<file path="src/rtl/mc_ctrl_pkg.sv">
// Shared encodings for the multi-cycle MIPS controller: states, opcodes, funcs, ALU and mux selects.
// No logic; imported by the controller and its ALU-op decoder.
package mc_ctrl_pkg;

  typedef enum logic [3:0] {
    FETCH,
    DECODE,
    MEMADR,
    MEMRD,
    MEMWB,
    MEMWR,
    RTEXEC,
    RTWB,
    IEXEC,
    IWB,
    BRANCH,
    JUMP,
    JAL,
    JR,
    HALT
  } state_t;

  localparam logic [5:0] OPC_RTYPE = 6'b000000;
  localparam logic [5:0] OPC_LW    = 6'b100011;
  localparam logic [5:0] OPC_SW    = 6'b101011;
  localparam logic [5:0] OPC_BEQ   = 6'b000100;
  localparam logic [5:0] OPC_ADDI  = 6'b001000;
  localparam logic [5:0] OPC_SLTI  = 6'b001010;
  localparam logic [5:0] OPC_J     = 6'b000010;
  localparam logic [5:0] OPC_JAL   = 6'b000011;

  localparam logic [5:0] FUNC_ADD = 6'b100000;
  localparam logic [5:0] FUNC_SUB = 6'b100010;
  localparam logic [5:0] FUNC_AND = 6'b100100;
  localparam logic [5:0] FUNC_OR  = 6'b100101;
  localparam logic [5:0] FUNC_SLT = 6'b101010;
  localparam logic [5:0] FUNC_JR  = 6'b001000;

  localparam logic [2:0] ALU_AND = 3'b000;
  localparam logic [2:0] ALU_OR  = 3'b001;
  localparam logic [2:0] ALU_ADD = 3'b010;
  localparam logic [2:0] ALU_SUB = 3'b110;
  localparam logic [2:0] ALU_SLT = 3'b111;

  localparam logic [1:0] SRCB_REG    = 2'd0;
  localparam logic [1:0] SRCB_FOUR   = 2'd1;
  localparam logic [1:0] SRCB_IMM    = 2'd2;
  localparam logic [1:0] SRCB_BRANCH = 2'd3;

  localparam logic [1:0] PCSRC_ALU    = 2'd0;
  localparam logic [1:0] PCSRC_JUMP   = 2'd1;
  localparam logic [1:0] PCSRC_ALUOUT = 2'd2;
  localparam logic [1:0] PCSRC_REGA   = 2'd3;

  // Raw (ungated) control word; PCLoad is derived from pcWrite/pcWriteCond.
  typedef struct packed {
    logic       iorD;
    logic       memRead;
    logic       memWrite;
    logic       irWrite;
    logic       regDst;
    logic       jalSig1;
    logic       memToReg;
    logic       jalSig2;
    logic       regWrite;
    logic       aluSrcA;
    logic [1:0] aluSrcB;
    logic [2:0] aluOperation;
    logic [1:0] pcSrc;
    logic       pcWrite;
    logic       pcWriteCond;
  } ctrl_t;

endpackage

</file>
<file path="src/rtl/alu_op_decoder.sv">
// R-type func -> ALUOperation, combinational; unknown funcs map to add with funcValid=0.
// Zero latency, no backpressure.
module alu_op_decoder
  import mc_ctrl_pkg::*;
(
  input  logic [5:0] func,
  output logic [2:0] aluOp,
  output logic       funcValid
);

  always_comb begin
    aluOp     = ALU_ADD;
    funcValid = 1'b1;
    case (func)
      FUNC_ADD: aluOp = ALU_ADD;
      FUNC_SUB: aluOp = ALU_SUB;
      FUNC_AND: aluOp = ALU_AND;
      FUNC_OR:  aluOp = ALU_OR;
      FUNC_SLT: aluOp = ALU_SLT;
      default:  funcValid = 1'b0;
    endcase
  end

endmodule

</file>
<file path="src/rtl/multicycle_controller.sv">
// Multi-cycle MIPS control FSM; Moore strobes per phase, memory phases stretched by MEM_WAIT cycles.
// No backpressure; CTRL_ILLEGAL_TRAP_EN adds a `halted` port and a halt-on-illegal-opcode state.
module multicycle_controller
  import mc_ctrl_pkg::*;
#(
  parameter int MEM_WAIT = 0
) (
  input  logic       clk,
  input  logic       rst,
  input  logic [5:0] opc,
  input  logic [5:0] func,
  input  logic       zero,
  output logic       PCLoad,
  output logic       IorD,
  output logic       MemRead,
  output logic       MemWrite,
  output logic       IRWrite,
  output logic       RegDst,
  output logic       JalSig1,
  output logic       MemToReg,
  output logic       JalSig2,
  output logic       RegWrite,
  output logic       ALUSrcA,
  output logic [1:0] ALUSrcB,
  output logic [2:0] ALUOperation,
  output logic [1:0] PCSrc
`ifdef CTRL_ILLEGAL_TRAP_EN
  ,
  output logic       halted
`endif
);

  localparam logic [3:0] WAIT_LAST = 4'(MEM_WAIT);

  state_t     state;
  state_t     stateNext;
  logic [3:0] waitCnt;
  logic       lastWait;
  logic [2:0] rtAluOp;
  logic       rtFuncValid;
  ctrl_t      ctl;

  alu_op_decoder uAluOpDecoder (
    .func      (func),
    .aluOp     (rtAluOp),
    .funcValid (rtFuncValid)
  );

  assign lastWait = (waitCnt == WAIT_LAST);

  // Counter restarts on every state change, so each memory state begins at zero.
  always_ff @(posedge clk or negedge rst) begin
    if (!rst) begin
      state   <= FETCH;
      waitCnt <= '0;
    end else begin
      state <= stateNext;
      if (stateNext != state) begin
        waitCnt <= '0;
      end else if (waitCnt < WAIT_LAST) begin
        waitCnt <= waitCnt + 4'd1;
      end
    end
  end

  always_comb begin
    stateNext = state;
    case (state)
      FETCH:  if (lastWait) stateNext = DECODE;
      DECODE: begin
        case (opc)
          OPC_LW, OPC_SW:     stateNext = MEMADR;
          OPC_RTYPE:          stateNext = (func == FUNC_JR) ? JR : RTEXEC;
          OPC_BEQ:            stateNext = BRANCH;
          OPC_ADDI, OPC_SLTI: stateNext = IEXEC;
          OPC_J:              stateNext = JUMP;
          OPC_JAL:            stateNext = JAL;
`ifdef CTRL_ILLEGAL_TRAP_EN
          default:            stateNext = HALT;
`else
          default:            stateNext = FETCH;
`endif
        endcase
      end
      MEMADR: stateNext = (opc == OPC_SW) ? MEMWR : MEMRD;
      MEMRD:  if (lastWait) stateNext = MEMWB;
      MEMWR:  if (lastWait) stateNext = FETCH;
      RTEXEC: stateNext = RTWB;
      IEXEC:  stateNext = IWB;
      MEMWB, RTWB, IWB, BRANCH, JUMP, JAL, JR: stateNext = FETCH;
      HALT:   stateNext = HALT;
      default: stateNext = FETCH;
    endcase
  end

  always_comb begin
    ctl = '0;
    case (state)
      FETCH: begin
        ctl.memRead      = 1'b1;
        ctl.aluSrcB      = SRCB_FOUR;
        ctl.aluOperation = ALU_ADD;
        ctl.pcSrc        = PCSRC_ALU;
        ctl.irWrite      = lastWait;
        ctl.pcWrite      = lastWait;
      end
      DECODE: begin
        ctl.aluSrcB      = SRCB_BRANCH;
        ctl.aluOperation = ALU_ADD;
      end
      MEMADR: begin
        ctl.aluSrcA      = 1'b1;
        ctl.aluSrcB      = SRCB_IMM;
        ctl.aluOperation = ALU_ADD;
      end
      MEMRD: begin
        ctl.iorD    = 1'b1;
        ctl.memRead = 1'b1;
      end
      MEMWB: ctl.regWrite = 1'b1;
      MEMWR: begin
        ctl.iorD     = 1'b1;
        ctl.memWrite = 1'b1;
      end
      RTEXEC: begin
        ctl.aluSrcA      = 1'b1;
        ctl.aluSrcB      = SRCB_REG;
        ctl.aluOperation = rtAluOp;
      end
      // IR is stable here, so the func decode can still veto the write.
      RTWB: begin
        ctl.regDst   = 1'b1;
        ctl.memToReg = 1'b1;
        ctl.regWrite = rtFuncValid;
      end
      IEXEC: begin
        ctl.aluSrcA      = 1'b1;
        ctl.aluSrcB      = SRCB_IMM;
        ctl.aluOperation = (opc == OPC_SLTI) ? ALU_SLT : ALU_ADD;
      end
      IWB: begin
        ctl.memToReg = 1'b1;
        ctl.regWrite = 1'b1;
      end
      BRANCH: begin
        ctl.aluSrcA      = 1'b1;
        ctl.aluSrcB      = SRCB_REG;
        ctl.aluOperation = ALU_SUB;
        ctl.pcSrc        = PCSRC_ALUOUT;
        ctl.pcWriteCond  = 1'b1;
      end
      JUMP: begin
        ctl.pcSrc   = PCSRC_JUMP;
        ctl.pcWrite = 1'b1;
      end
      JAL: begin
        ctl.jalSig1  = 1'b1;
        ctl.jalSig2  = 1'b1;
        ctl.regWrite = 1'b1;
        ctl.pcSrc    = PCSRC_JUMP;
        ctl.pcWrite  = 1'b1;
      end
      JR: begin
        ctl.pcSrc   = PCSRC_REGA;
        ctl.pcWrite = 1'b1;
      end
      default: ctl = '0;
    endcase
  end

  // Reset gates every strobe immediately, so an aborted access cannot complete.
  assign PCLoad       = rst & (ctl.pcWrite | (ctl.pcWriteCond & zero));
  assign IorD         = rst & ctl.iorD;
  assign MemRead      = rst & ctl.memRead;
  assign MemWrite     = rst & ctl.memWrite;
  assign IRWrite      = rst & ctl.irWrite;
  assign RegDst       = rst & ctl.regDst;
  assign JalSig1      = rst & ctl.jalSig1;
  assign MemToReg     = rst & ctl.memToReg;
  assign JalSig2      = rst & ctl.jalSig2;
  assign RegWrite     = rst & ctl.regWrite;
  assign ALUSrcA      = rst & ctl.aluSrcA;
  assign ALUSrcB      = rst ? ctl.aluSrcB : 2'd0;
  assign ALUOperation = rst ? ctl.aluOperation : 3'd0;
  assign PCSrc        = rst ? ctl.pcSrc : 2'd0;
`ifdef CTRL_ILLEGAL_TRAP_EN
  assign halted       = rst & (state == HALT);
`endif

endmodule

</file>
<file path="config.mk">
export PLATFORM = sky130hd
export DESIGN_NAME = multicycle_controller
export DESIGN_NICKNAME = d
export VERILOG_FILES = /design/src/rtl/mc_ctrl_pkg.sv /design/src/rtl/alu_op_decoder.sv /design/src/rtl/multicycle_controller.sv
export SDC_FILE = /design/constraint.sdc
export NUM_CORES = 1
export LEC_CHECK = 0
export ABC_CLOCK_PERIOD_IN_PS = 2960
export CORE_MARGIN = 5
export CORE_UTILIZATION = 40
export CTS_BUF_LIST = sky130_fd_sc_hd__clkbuf_16
export CTS_CLUSTER_SIZE = 14
export DETAILED_ROUTE_END_ITERATION = 10
export GPL_TIMING_DRIVEN = 0
export PLACE_DENSITY_LB_ADDON = 0.25
export SLEW_MARGIN = 20
export SYNTH_ARGS = -nofsm -noshare
export SYNTH_HDL_FRONTEND = slang
export SYNTH_HIERARCHICAL = 1
export SYNTH_SLANG_ARGS = --single-unit
</file>
<file path="constraint.sdc">
create_clock -name clk -period 2.96 [get_ports clk]
set_input_delay 0.888 -clock clk [delete_from_list [all_inputs] [get_ports clk]]
set_output_delay 0.888 -clock clk [all_outputs]
set_load 0.01 [all_outputs]
</file>
### Word-level counts from Yosys, hierarchy flattened

Index checks and enable logic that the tools add are counted.

* multiplexer cells: 28
* order comparisons: 1
* bitwise logic cells: 12
* multipliers: 0
* shift-type cells: 0
* reduce and logical (&&, ||, !) cells: 14
* add/subtract/negate cells: 1
* eq/ne operators: 28
* div/mod/pow operators: 0

Operators by type and width (number)
* $eq A6 B6 Y1 const B: 7
* $pmux W4 S8: 1
* $pmux W5 S6: 1
* $eq A4 B4 Y1 const B: 7
* $mux W4: 6
* $pmux W4 S6: 1
* $eq A6 B4 Y1 const B: 3
* $eq A4 B3 Y1 const B: 4
* $eq A6 B2 Y1 const B: 2
* $pmux W3 S4: 1
* $reduce_or A2 Y1: 6
* $and A1 B1 Y1: 11
* $mux W1: 10
* $mux W3: 3
* $eq A4 B2 Y1 const B: 2
* $logic_not A4 Y1: 2
* $eq A6 B3 Y1 const B: 1
* $logic_not A6 Y1: 1
* $pmux W2 S3: 1
* $reduce_or A3 Y1: 2
* $reduce_or A5 Y1: 1
* $add A4 B1 Y4 const B: 1
* $eq A4 B1 Y1 const B: 1
* $lt A4 B1 Y1 const B: 1
* other kinds (6): 8

* memory bits (read-only): 0
* flip-flop bits (word level): 8
* output and inout bits: 18
* word-level logic and storage cells: 86
* memories kept: 0
* bits of input ports: 15
* bits in latches: 0
* bits in writable memories: 0

### Logic depth before layout (Yosys ltp)

* depth in word-level cells: 6
* gate-level depth with buffers: 6
* gate-level depth less buffers: 5

### By module

The synthesis kept the hierarchy.

Modules (own cells, without submodules)
* multicycle_controller: instances 1, cells an instance 112, seq. area each 100.1 um^2, area each 837.1 um^2
* alu_op_decoder: instances 1, cells an instance 9, seq. area each 0.0 um^2, area each 86.3 um^2

### Worst setup path after synthesis

Ideal clock, no wire load.

* path type: input port to output port
* from: input port func[4]
* to: output port ALUOperation[1]
* setup slack: 209 ps
* path buffers: 0
* stages: 5
* arrival: 1863 ps
* data required time: 2072 ps
* cell sequence: nand2b_4 -> or4b_4 -> nand3b_1 -> a21oi_1 -> o21a_1

* word-level cells in the longest chain between the ends: 4
* elaborated cells on any way between the ends: 7
* those cells by class: eq/ne (4); mux (3)

Ends and longest elaborated chain
* start, declared: RTL line multicycle_controller.sv:11 `input logic [5:0] func,`
* $eq A6 B6 Y1: RTL line alu_op_decoder.sv:14 `case (func)`
* $pmux W3 S4 *: RTL line alu_op_decoder.sv:14
* named net rtAluOp[1]: RTL line multicycle_controller.sv:39 `logic [2:0] rtAluOp;`
* $pmux W5 S6 *: RTL line multicycle_controller.sv:98 `case (state)`
* $mux W3 *: RTL line multicycle_controller.sv:184 `assign ALUOperation = rst ? ctl.aluOperation : 3'd0;`
* end, declared: RTL line multicycle_controller.sv:25 `output logic [2:0] ALUOperation,`

Mark *: on every way through the listed nets, which the timed path passes. The rest lies on a longest branch.

### Worst setup path after layout

Ends and elaborated chain as after synthesis.

==> impl_results.md <==
* Outcome: finished clean
* Hold Buf Count CTS at 0
* Sequential area share after synthesis at 10.84%
* Worst hold path type: in2async
* GR Util met1 at a little over 20%
* GRT met3 Usage at roughly 1.8%
* Layout filler cell count at approximately 210
* Hold slack final at 470.2 ps
* Slew @ Worst Pin at 536.1 ps
* Post-synth top area share at 10.84%
* Ant. Diodes at 0
* Vias in the first global route at roughly 1000
* Multi-input gate area at 691.9 um^2
* Register cell area after layout at between 100 and 150 um^2
* Worst-case clock buffer depth at 2
* Largest family of logic cells by synthesized area: simple AND/OR/NAND/NOR gates
* Root Driver: clkbuf_16
* Synth area leader: dfrtp_1
* Die width at 58.05 um
* Reg clk slew, reported paths at 30 ps
* Max VDD drop at between 0.2 and 0.3 mV
* H-tree depth at 1
* Gate Count Post-Synth at 121
* Post-synth top cells: nor2_1 (14), nand2_1 (11), a21oi_1 (7)
* Number of flip-flops in the largest register at 4
* Total clock sinks at 4
* Element type at the critical path end: output pin
* Drt via density at 5.676
* Top flop regs: state (4)
* Post-route cell area at between 1000 and 1500 um^2
* Site Rows at 17
* Detailed Route WL at about 2.7 mm
* Top-count cell post-synth: nor2_1
* Normalized max-slew margin at a little under two thirds
* Core box area at 2212 um^2
* Final Max Tran Viols at 0
* IO Count at 33
* Syn Area/Cell at roughly 7.6 um^2
* Fraction of the mapped netlist area in adder cells at 0%
* #FFs+latches synth at 4
* WL per Instance at between 10 and 15 um
* Initial antenna violation count at 0
* CTS tree: built
* GRT overflow at 0
* Post-route ant nets at 0
* Max Cap Viol at 0
* Static leakage power at about 0.6 nW
* CP Class: in2out
* CP required at a little over 2000 ps
* Worst Path Arrival at between 2000 and 2500 ps
* RSZ-0062 raised after global routing: no
* Die height at 58.05 um
* Startpoint types: input port
* Drt pass-1 iters at 4
* Layout cells sized above 1 at 30.57%
* Simple-gate share of the synthesized area at about 43%
* Post-synthesis mux area share at 3.388%
* Num CTS Buffers at 3
* Setup Skew at 1.724 ps
* Area grow syn2layout at 45.93%
* Final min period at 2925 ps
* Vias at about 1100
* Final Setup Violations at 0
* Reg with most FFs: state
* Initial drt markers at 26
* Post-synth EDFFs at 0
* Initial Utilization at roughly two fifths
* Ys flop type: dfrtp_1
* Yosys cell types at just under 50
* Fin util at slightly above 60%
* Crit Path Max Fanout at 3
* # DRC at 0
* Number of I/O port buffers at 29
* Synthesized Nets at roughly 140
* FMAX at around 340 MHz
* GP Congestion at about 0.88
* Post-DP HPWL at 1.952 mm
* Compound-cell area share of the yosys netlist at a little under a quarter
* Total Routing Usage GR at roughly 16%
* Ys Warns at 6
* Placed cell area at between 1000 and 1500 um^2
* Clock Latency Late Sink at about 220 ps
* Global-route layer with the greatest usage: met2
* XOR/XNOR share of the synthesized area at 1.897%
* Full die area at between 3000 and 4000 um^2
* Final hold viol count at 0
* Met2 usage at 28.23%
* Pwr/cell area at roughly 450 nW/um^2
* Power, Total at 0.6054 mW
* Ys async rst share at between 90% and 100%
* Most area-consuming cells after synthesis: dfrtp_1 (11%), clkbuf_8 (8.9%), nor2_1 (5.7%)
* First-pass GRT wire length at 4.374 mm
* Largest net degree at the start of global routing at 11
* Final worst path period share at a little over nine tenths
* Mapped Area at 923.4 um^2
* Layout Nets at around 170
## through the flow
step,setup slack (ps),setup TNS (ps),cells
2_1_floorplan,209.4,0,121
3_3_place_gp,-725.9,-9842,178
3_5_place_dp,-755.0,-10060,178
4_1_cts,5.174,0,184
5_1_grt,2.784,0,185
6_report,34.57,0,185
## logic make-up (layout without fill, tap and decap cells)
kind of cell | after synthesis | in the layout
AO/OA/AOI/OAI | 32 | 32
XOR/XNOR | 2 | 2
buffers and inverters | 16 | 52
flip-flops | 4 | 4
multiplexers | 3 | 3
AND/OR/NAND/NOR | 64 | 64
## final timing paths
| path | start | to | slack (ps) | cells past startpoint |
|---|---|---|---|---|
| min in group clk | state[2]$_DFF_PN0_ | state[3]$_DFF_PN0_ | 740 | 3 |
| worst min-delay path | rst | state[1]$_DFF_PN0_ | 470 | 1 |
| worst max register to register | state[2]$_DFF_PN0_ | state[0]$_DFF_PN0_ | 1460 | 4 |
| worst max-delay path | func[4] | ALUOperation[1] | 30 | 7 |
| worst min register to register | state[2]$_DFF_PN0_ | state[3]$_DFF_PN0_ | 740 | 3 |
| max in group asynchronous | rst | state[2]$_DFF_PN0_ | 2370 | 1 |
## timing repair
item,in CTS,in global routing
buffers inserted,3,1
cloned,0,0
pin swaps,7,3
endpoints found under the setup margin,18,8
gates resized for setup,55,13
## cell usage in the layout, fill, tap and decap left out, drive strengths merged, types with 2 or more instances in the layout
master         instances
xnor2                  2
nor4                   2
o22ai                  2
dlygate4sd2            2
nor3                   5
and3                   3
a21oi                  7
nand2                 11
a31oi                  2
buf                   19
o211ai                 2
o31ai                  3
nand2b                 2
clkbuf                13
mux2i                  2
nor2b                  4
clkdlybuf4s50         11
dlymetal6s2s           4
dfrtp                  4
nand4bb                2
nor4b                  4
nand3                  6
nor2                  14
and2b                  2
o21ai                  7
and2                   3
inv                    3
## report_power, final
part / internal, mW / switching (mW)
clock network: 0.172 / 0.0356
registers: 0.0652 / 0.00409
logic: 0.154 / 0.174
total: 0.392 / 0.213
## routing by layer
layer  wire (um)  vias up  part of all wire [%]
met5           0        -                     0
met4           8        0                  0.29
met3         111        2                   4.1
met2        1444       32                    53
met1        1173      501                    43
li1            -      515                     -
## area by class of cell
type,instances,share of cell area [%]
buffer,13,11.70
clock buffer,3,5.571
inverter,3,0.8357
multi-input combinational,101,51.35
sequential,4,7.428
tap,28,2.600
timing repair buffer,33,20.52
## critical path: stages
cell      delay (ps)
buf_6             90
nand2b_4         130
or4b_4           470
nand3b_1         100
a21oi_1           60
o21a_1           160
buf_2            130
Note: power is estimated with default switching activity, not from simulation.
